==> config.mk <==
export PLATFORM = sky130hd
export DESIGN_NAME = load_store_unit
export DESIGN_NICKNAME = d
export VERILOG_FILES = /design/src/rtl/riscv_defs.sv /design/src/rtl/lsu_lane_align.sv /design/src/rtl/load_store_unit.sv
export SDC_FILE = /design/constraint.sdc
export NUM_CORES = 1
export LEC_CHECK = 0
export BUFFER_PORTS_ARGS = -buffer_cell sky130_fd_sc_hd__buf_4
export CORE_MARGIN = 4
export CORE_UTILIZATION = 45
export DETAILED_ROUTE_END_ITERATION = 8
export GPL_TIMING_DRIVEN = 0
export PLACE_DENSITY = 0.83
export REMOVE_ABC_BUFFERS = 1
export SLEW_MARGIN = 20
export SYNTH_ARGS = -nofsm -noshare
export SYNTH_HDL_FRONTEND = slang
export SYNTH_SLANG_ARGS = --single-unit
==> constraint.sdc <==
create_clock -name clk -period 2.05 [get_ports clk]
set_clock_uncertainty 0.15 [all_clocks]
set_input_delay 0.1025 -clock clk [delete_from_list [all_inputs] [get_ports clk]]
set_output_delay 0.1025 -clock clk [all_outputs]
set_load 0.01 [all_outputs]
==> src/rtl/riscv_defs.sv <==
// Shared RISC-V load/store definitions: funct3 width codes, LSU state encoding,
// byte-enable patterns and small decode helpers used by the load/store unit.
package riscv_defs;

    localparam logic [2:0] F3_LB  = 3'b000;
    localparam logic [2:0] F3_LH  = 3'b001;
    localparam logic [2:0] F3_LW  = 3'b010;
    localparam logic [2:0] F3_LBU = 3'b100;
    localparam logic [2:0] F3_LHU = 3'b101;
    localparam logic [2:0] F3_SB  = 3'b000;
    localparam logic [2:0] F3_SH  = 3'b001;
    localparam logic [2:0] F3_SW  = 3'b010;

    localparam logic [3:0] BE_NONE    = 4'b0000;
    localparam logic [3:0] BE_BYTE0   = 4'b0001;
    localparam logic [3:0] BE_HALF_LO = 4'b0011;
    localparam logic [3:0] BE_HALF_HI = 4'b1100;
    localparam logic [3:0] BE_WORD    = 4'b1111;

    typedef enum logic [1:0] {
        LSU_IDLE = 2'd0,
        LSU_MEM  = 2'd1,
        LSU_RESP = 2'd2
    } lsu_state_t;

    function automatic logic lsu_illegal(input logic write, input logic [2:0] funct3);
        if (write)
            return !(funct3 inside {F3_SB, F3_SH, F3_SW});
        return !(funct3 inside {F3_LB, F3_LH, F3_LW, F3_LBU, F3_LHU});
    endfunction

    // Access size lives in funct3[1:0] for both loads and stores.
    function automatic logic lsu_misaligned(input logic [2:0] funct3, input logic [1:0] offset);
        case (funct3[1:0])
            2'b01:   return offset[0];
            2'b10:   return offset != 2'b00;
            default: return 1'b0;
        endcase
    endfunction

endpackage

==> src/rtl/lsu_lane_align.sv <==
// Byte-lane steering: store byte enables / replicated write data, and load lane
// extraction with sign or zero extension. Purely combinational.
module lsu_lane_align
    import riscv_defs::*;
(
    input  logic        write,
    input  logic [2:0]  funct3,
    input  logic [1:0]  offset,
    input  logic [31:0] wdata,
    input  logic [31:0] rdata,
    output logic [3:0]  be,
    output logic [31:0] lane_wdata,
    output logic [31:0] load_data
);

    logic [7:0]  rd_byte;
    logic [15:0] rd_half;

    // Halfwords pick their lane by offset[1] only, so a misaligned halfword
    // behaves like the aligned halfword containing it.
    assign rd_byte = rdata[{offset, 3'b000} +: 8];
    assign rd_half = offset[1] ? rdata[31:16] : rdata[15:0];

    always_comb begin
        be         = BE_WORD;
        lane_wdata = wdata;
        if (write) begin
            case (funct3)
                F3_SB: begin
                    be         = BE_BYTE0 << offset;
                    lane_wdata = {4{wdata[7:0]}};
                end
                F3_SH: begin
                    be         = offset[1] ? BE_HALF_HI : BE_HALF_LO;
                    lane_wdata = {2{wdata[15:0]}};
                end
                default: begin
                    be         = BE_WORD;
                    lane_wdata = wdata;
                end
            endcase
        end
    end

    always_comb begin
        case (funct3)
            F3_LB:   load_data = {{24{rd_byte[7]}}, rd_byte};
            F3_LBU:  load_data = {24'h000000, rd_byte};
            F3_LH:   load_data = {{16{rd_half[15]}}, rd_half};
            F3_LHU:  load_data = {16'h0000, rd_half};
            default: load_data = rdata;
        endcase
    end

endmodule

==> src/rtl/load_store_unit.sv <==
// Load/store unit: one access per handshake, word-aligned memory request, waits for ack or timeout.
// Optional LSU_MISALIGN_TRAP_EN: misaligned accesses skip memory and report resp_misaligned.
module load_store_unit
    import riscv_defs::*;
#(
    parameter int TIMEOUT_CYCLES = 16
)(
    input  logic        clk,
    input  logic        reset_n,
    input  logic        req_valid,
    output logic        req_ready,
    input  logic        req_write,
    input  logic [2:0]  req_funct3,
    input  logic [31:0] req_addr,
    input  logic [31:0] req_wdata,
    output logic        resp_valid,
    input  logic        resp_ready,
    output logic [31:0] resp_rdata,
    output logic        resp_err,
    output logic        resp_misaligned,
    output logic        mem_req,
    output logic        mem_we,
    output logic [31:0] mem_addr,
    output logic [3:0]  mem_be,
    output logic [31:0] mem_wdata,
    input  logic        mem_ack,
    input  logic [31:0] mem_rdata
);

    localparam bit            TO_EN   = TIMEOUT_CYCLES > 0;
    localparam int            CW      = (TIMEOUT_CYCLES > 1) ? $clog2(TIMEOUT_CYCLES + 1) : 1;
    localparam logic [CW-1:0] TO_LAST = CW'((TIMEOUT_CYCLES > 0) ? TIMEOUT_CYCLES - 1 : 0);

    lsu_state_t  state, state_nxt;
    logic        write_q;
    logic [2:0]  funct3_q;
    logic [31:0] addr_q;
    logic [31:0] wdata_q;
    logic [CW-1:0] cnt;
    logic [31:0] rdata_q;
    logic        err_q;

    logic        acc_illegal;
    logic        acc_mis;
    logic        timed_out;
    logic        in_mem;
    logic [3:0]  be_w;
    logic [31:0] lane_wdata;
    logic [31:0] load_data;

    assign acc_illegal = lsu_illegal(req_write, req_funct3);
`ifdef LSU_MISALIGN_TRAP_EN
    logic mis_q;
    assign acc_mis = !acc_illegal && lsu_misaligned(req_funct3, req_addr[1:0]);
`else
    assign acc_mis = 1'b0;
`endif

    // cnt counts completed MEM cycles without ack; this edge is the last one allowed.
    assign timed_out = TO_EN && (cnt == TO_LAST) && !mem_ack;
    assign in_mem    = (state == LSU_MEM);

    lsu_lane_align u_align (
        .write      (write_q),
        .funct3     (funct3_q),
        .offset     (addr_q[1:0]),
        .wdata      (wdata_q),
        .rdata      (mem_rdata),
        .be         (be_w),
        .lane_wdata (lane_wdata),
        .load_data  (load_data)
    );

    always_ff @(posedge clk or negedge reset_n) begin
        if (!reset_n)
            state <= LSU_IDLE;
        else
            state <= state_nxt;
    end

    always_comb begin
        state_nxt = state;
        case (state)
            LSU_IDLE: begin
                if (req_valid)
                    state_nxt = (acc_illegal || acc_mis) ? LSU_RESP : LSU_MEM;
            end
            LSU_MEM: begin
                if (mem_ack || timed_out)
                    state_nxt = LSU_RESP;
            end
            LSU_RESP: begin
                if (resp_ready)
                    state_nxt = LSU_IDLE;
            end
            default: state_nxt = LSU_IDLE;
        endcase
    end

    always_ff @(posedge clk or negedge reset_n) begin
        if (!reset_n) begin
            write_q  <= 1'b0;
            funct3_q <= 3'b000;
            addr_q   <= 32'h0;
            wdata_q  <= 32'h0;
            rdata_q  <= 32'h0;
            err_q    <= 1'b0;
        end else begin
            case (state)
                LSU_IDLE: begin
                    if (req_valid) begin
                        write_q  <= req_write;
                        funct3_q <= req_funct3;
                        addr_q   <= req_addr;
                        wdata_q  <= req_wdata;
                        rdata_q  <= 32'h0;
                        err_q    <= acc_illegal;
                    end
                end
                LSU_MEM: begin
                    if (mem_ack)
                        rdata_q <= write_q ? 32'h0 : load_data;
                    else if (timed_out)
                        err_q <= 1'b1;
                end
                LSU_RESP: begin
                    if (resp_ready) begin
                        rdata_q <= 32'h0;
                        err_q   <= 1'b0;
                    end
                end
                default: ;
            endcase
        end
    end

    always_ff @(posedge clk or negedge reset_n) begin
        if (!reset_n)
            cnt <= '0;
        else if (in_mem && !mem_ack && TO_EN)
            cnt <= cnt + CW'(1);
        else
            cnt <= '0;
    end

`ifdef LSU_MISALIGN_TRAP_EN
    always_ff @(posedge clk or negedge reset_n) begin
        if (!reset_n)
            mis_q <= 1'b0;
        else if (state == LSU_IDLE && req_valid)
            mis_q <= acc_mis;
        else if (state == LSU_RESP && resp_ready)
            mis_q <= 1'b0;
    end
    assign resp_misaligned = mis_q;
`else
    assign resp_misaligned = 1'b0;
`endif

    assign req_ready  = (state == LSU_IDLE);
    assign resp_valid = (state == LSU_RESP);
    assign resp_rdata = rdata_q;
    assign resp_err   = err_q;

    assign mem_req   = in_mem;
    assign mem_we    = in_mem && write_q;
    assign mem_addr  = in_mem ? {addr_q[31:2], 2'b00} : 32'h0;
    assign mem_be    = in_mem ? be_w : BE_NONE;
    assign mem_wdata = (in_mem && write_q) ? lane_wdata : 32'h0;

endmodule
==> flow_metrics.py <==
metrics = {
    "die": {
        "pin_count": 211,
        "initial_core_util": 0.462,
        "die_w_microns": 120,
        "dieArea_sq_mm": 0.0143,
        "die_y_microns": 120,
        "coreArea_sq_mm": 0.0121,
        "row_count": 40,
    },
    "sta": {
        "post-route-min-period_ns": 2.16,
        "min_period_over_period": 1.05,
        "finalHoldViolations": 0,
        "rsz0062_at_grt": "true",
        "final.setup.tns_ns": -2.07,
        "slew_headroom": 0.341,
        "setup_viol": 60,
        "worstMarginPinSlew_ns": 0.989,
        "fmax_mhz": 463,
        "setup_ws_ns": -0.112,
        "slew_violations": 0,
    },
    "worst_setup_path": {
        "worstReg2RegStart": "state[0]$_DFFE_PN0P_",
        "max_stage_delay_ns": 0.48,
        "ff2ff_path_depth": 9,
        "arrival_ns": 2.25,
        "r2r_slack_ns": -0.11,
        "cp_data_required_time_ns": 2.14,
        "critPathCaptureType": "flop",
        "cpMaxStageDelayCell": "dfrtp_2",
        "start_kind": "flop",
        "path_cells": "inv_4 > ha_4 > nand2b_4 > nand4b_1 > buf_6 > buf_8 > nor2b_4 > buf_12 > a221o_1",
        "reg2reg_to": "resp_rdata[30]$_DFFE_PN0P_",
        "path_max_fanout": 17,
        "crit_type": "flop to flop",
    },
    "yosys": {
        "ys_ff_latch": 108,
        "netlist_area_sq_mm": 0.00560,
        "yosysWarnings": 0,
        "ys_seq_area_frac": 0.482,
        "synthFlopType": "dfrtp_1",
        "synth_edf_count": 0,
        "syn_area_per_cell_sq_um": 10.6,
        "synth_async_sr_flop_share": 1.00,
        "synth_cells": 528,
        "synth.distinct_cells": 53,
    },
    "drt": {
        "routed_wl_microns": 22000,
        "via_per_inst": 5.58,
        "ant_nets": 0,
        "vias": 5675,
        "first_iter_violations": 545,
        "wire_per_inst_microns": 21.6,
        "drc_errors": 0,
        "first_pass_iters": 5,
    },
    "clock_tree": {
        "htree_levels": 3,
        "clockBufferDepth": 2,
        "cts.clk_slew.worst_paths_ns": 0.07,
        "numCtsBuffers": 9,
        "clockRootBuffer": "clkbuf_16",
        "cts_tree": "yes",
        "cts.sinks": 108,
        "clock_latency_ns": 0.36,
    },
    "layout": {
        "area_growth_pct": 63.7,
        "final_cell_area_sq_mm": 0.00917,
        "fin_nets": 954,
        "drive_gt1_frac": 0.462,
        "regArea_sq_mm": 0.00272,
        "multi_input_area_sq_mm": 0.00289,
        "final_cell_mix": "buf_4, dfrtp_1, dlygate4sd3_1",
        "fillers": 724,
        "layout_commonest_cell": "buf_4",
        "fin_cells": 1017,
        "fin_util": 0.757,
    },
    "min_path": {
        "worstHoldPathType": "input port to flop",
        "hold_start": "mem_rdata[7]",
        "hold_path_end": "resp_rdata[7]$_DFFE_PN0P_",
        "holdPathStages": 5,
    },
    "grt": {
        "grt_antenna_before_repair": 0,
        "grt_use_total": 0.304,
        "grt_max_degree": 109,
        "grt_pass1_wl_microns": 33900,
        "grt_pass1_vias": 6263,
        "gr-total-overflow": 0,
    },
    "run_status": {
        "status": "finished with violations",
        "violations": "negative setup slack",
    },
    "placed_design": {
        "gp_routability_congestion": 0.905,
        "placed_cells": 865,
        "port_buffers": 207,
        "dp_hpwl_microns": 12100,
        "placed_cell_area_sq_mm": 0.00724,
        "place_ws_ns": -1.30,
    },
    "pwr": {
        "peakVddDrop_mv": 0.865,
        "p_per_area_mw_per_mm2": 1270,
        "p_leak_nw": 4.33,
    },
    "job": {
        "maxCapViolCount": 0,
    },
}
-- area by class of cell --
cell class,count,share of cell area
antenna,1,0.000273
clock buffer,13,0.0295
clock inverter,3,0.00205
inverter,12,0.00546
multi-input combinational,366,0.315
sequential,108,0.296
tap,168,0.0229
timing repair buffer,346,0.328
-- metrics by stage --
stage          hold WS [ns]  power (mW)
2_1_floorplan        -0.343        6.29
3_3_place_gp          0.185        7.88
3_5_place_dp          0.157        8.17
4_1_cts              0.0130        11.0
5_1_grt              0.0700        12.2
6_report             0.0235        11.6
-- where the power goes --
group	internal (mW)	switching (mW)	leakage (nW)
logic	3.02	3.13	2.85
clock network	0.927	0.810	0.146
registers	2.97	0.768	1.34
total	6.92	4.70	4.33
-- synth_stat cells, drive strengths merged (12+ instances only) --
| master | count | share of area |
|---|---|---|
| mux2i | 13 | 0.023 |
| o21ai | 19 | 0.017 |
| inv | 12 | 0.0080 |
| a21oi | 29 | 0.026 |
| buf | 25 | 0.025 |
| mux2 | 70 | 0.14 |
| dfrtp | 108 | 0.48 |
| nor2 | 31 | 0.021 |
| a221o | 22 | 0.039 |
| and2 | 33 | 0.037 |
| clkbuf | 19 | 0.013 |
| nand2 | 59 | 0.040 |
-- worst max-delay path: cells and delay by family (launching register included) --
family                   cells  cell delay [ns]
AND/OR/NAND/NOR              3             0.35
AO/OA/AOI/OAI                1             0.30
adder cells (fa/ha/maj)      1             0.20
flip-flops                   1             0.48
buffers and inverters        4             0.54
-- kinds of logic after synthesis --
logic type / after synthesis / synth area share
simple gates: 167 / 0.150
flops: 108 / 0.482
compound gates: 104 / 0.137
mux: 84 / 0.168
buf+inv: 56 / 0.0456
fa+ha+maj: 6 / 0.0134
xor+xnor: 2 / 0.00313
other cells: 1 / 0.000669
-- worst max-delay path by stage --
stage | end | from | slack, ns | depth (start not counted)
floorplan | resp_rdata[16]$_DFFE_PN0P_ | state[0]$_DFFE_PN0P_ | -1.33 | 5
global placement | resp_rdata[28]$_DFFE_PN0P_ | state[0]$_DFFE_PN0P_ | -2.62 | 5
detailed placement | resp_rdata[19]$_DFFE_PN0P_ | state[1]$_DFFE_PN0P_ | -1.30 | 8
CTS | mem_wdata[13] | funct3_q[1]$_DFFE_PN0P_ | -0.003 | 6
global route | resp_rdata[19]$_DFFE_PN0P_ | state[0]$_DFFE_PN0P_ | -0.13 | 9
finish | resp_rdata[30]$_DFFE_PN0P_ | state[0]$_DFFE_PN0P_ | -0.11 | 9
-- what timing repair did --
item                       CTS  global route
setup buffers               34             1
setup endpoints to repair  148            83
hold buffers               100             0
pin swaps                    7             5
gates resized for setup     48            33
hold endpoints to repair   214             0
-- metal layers --
layer	wire length [microns]	GRT usage	vias up
li1	-	-	2497
met1	8100	0.342	2768
met2	11000	0.520	335
met3	1920	0.0825	75
met4	940	0.174	0
met5	0	0	-
-- sequential cells by signal (all words and copies together), names as in the netlist --
signal      cells
addr_q         32
resp_rdata     32
wdata_q        32
cnt             5
funct3_q        3
state           2
resp_err        1
write_q         1
(Power assumes the default switching activity.)
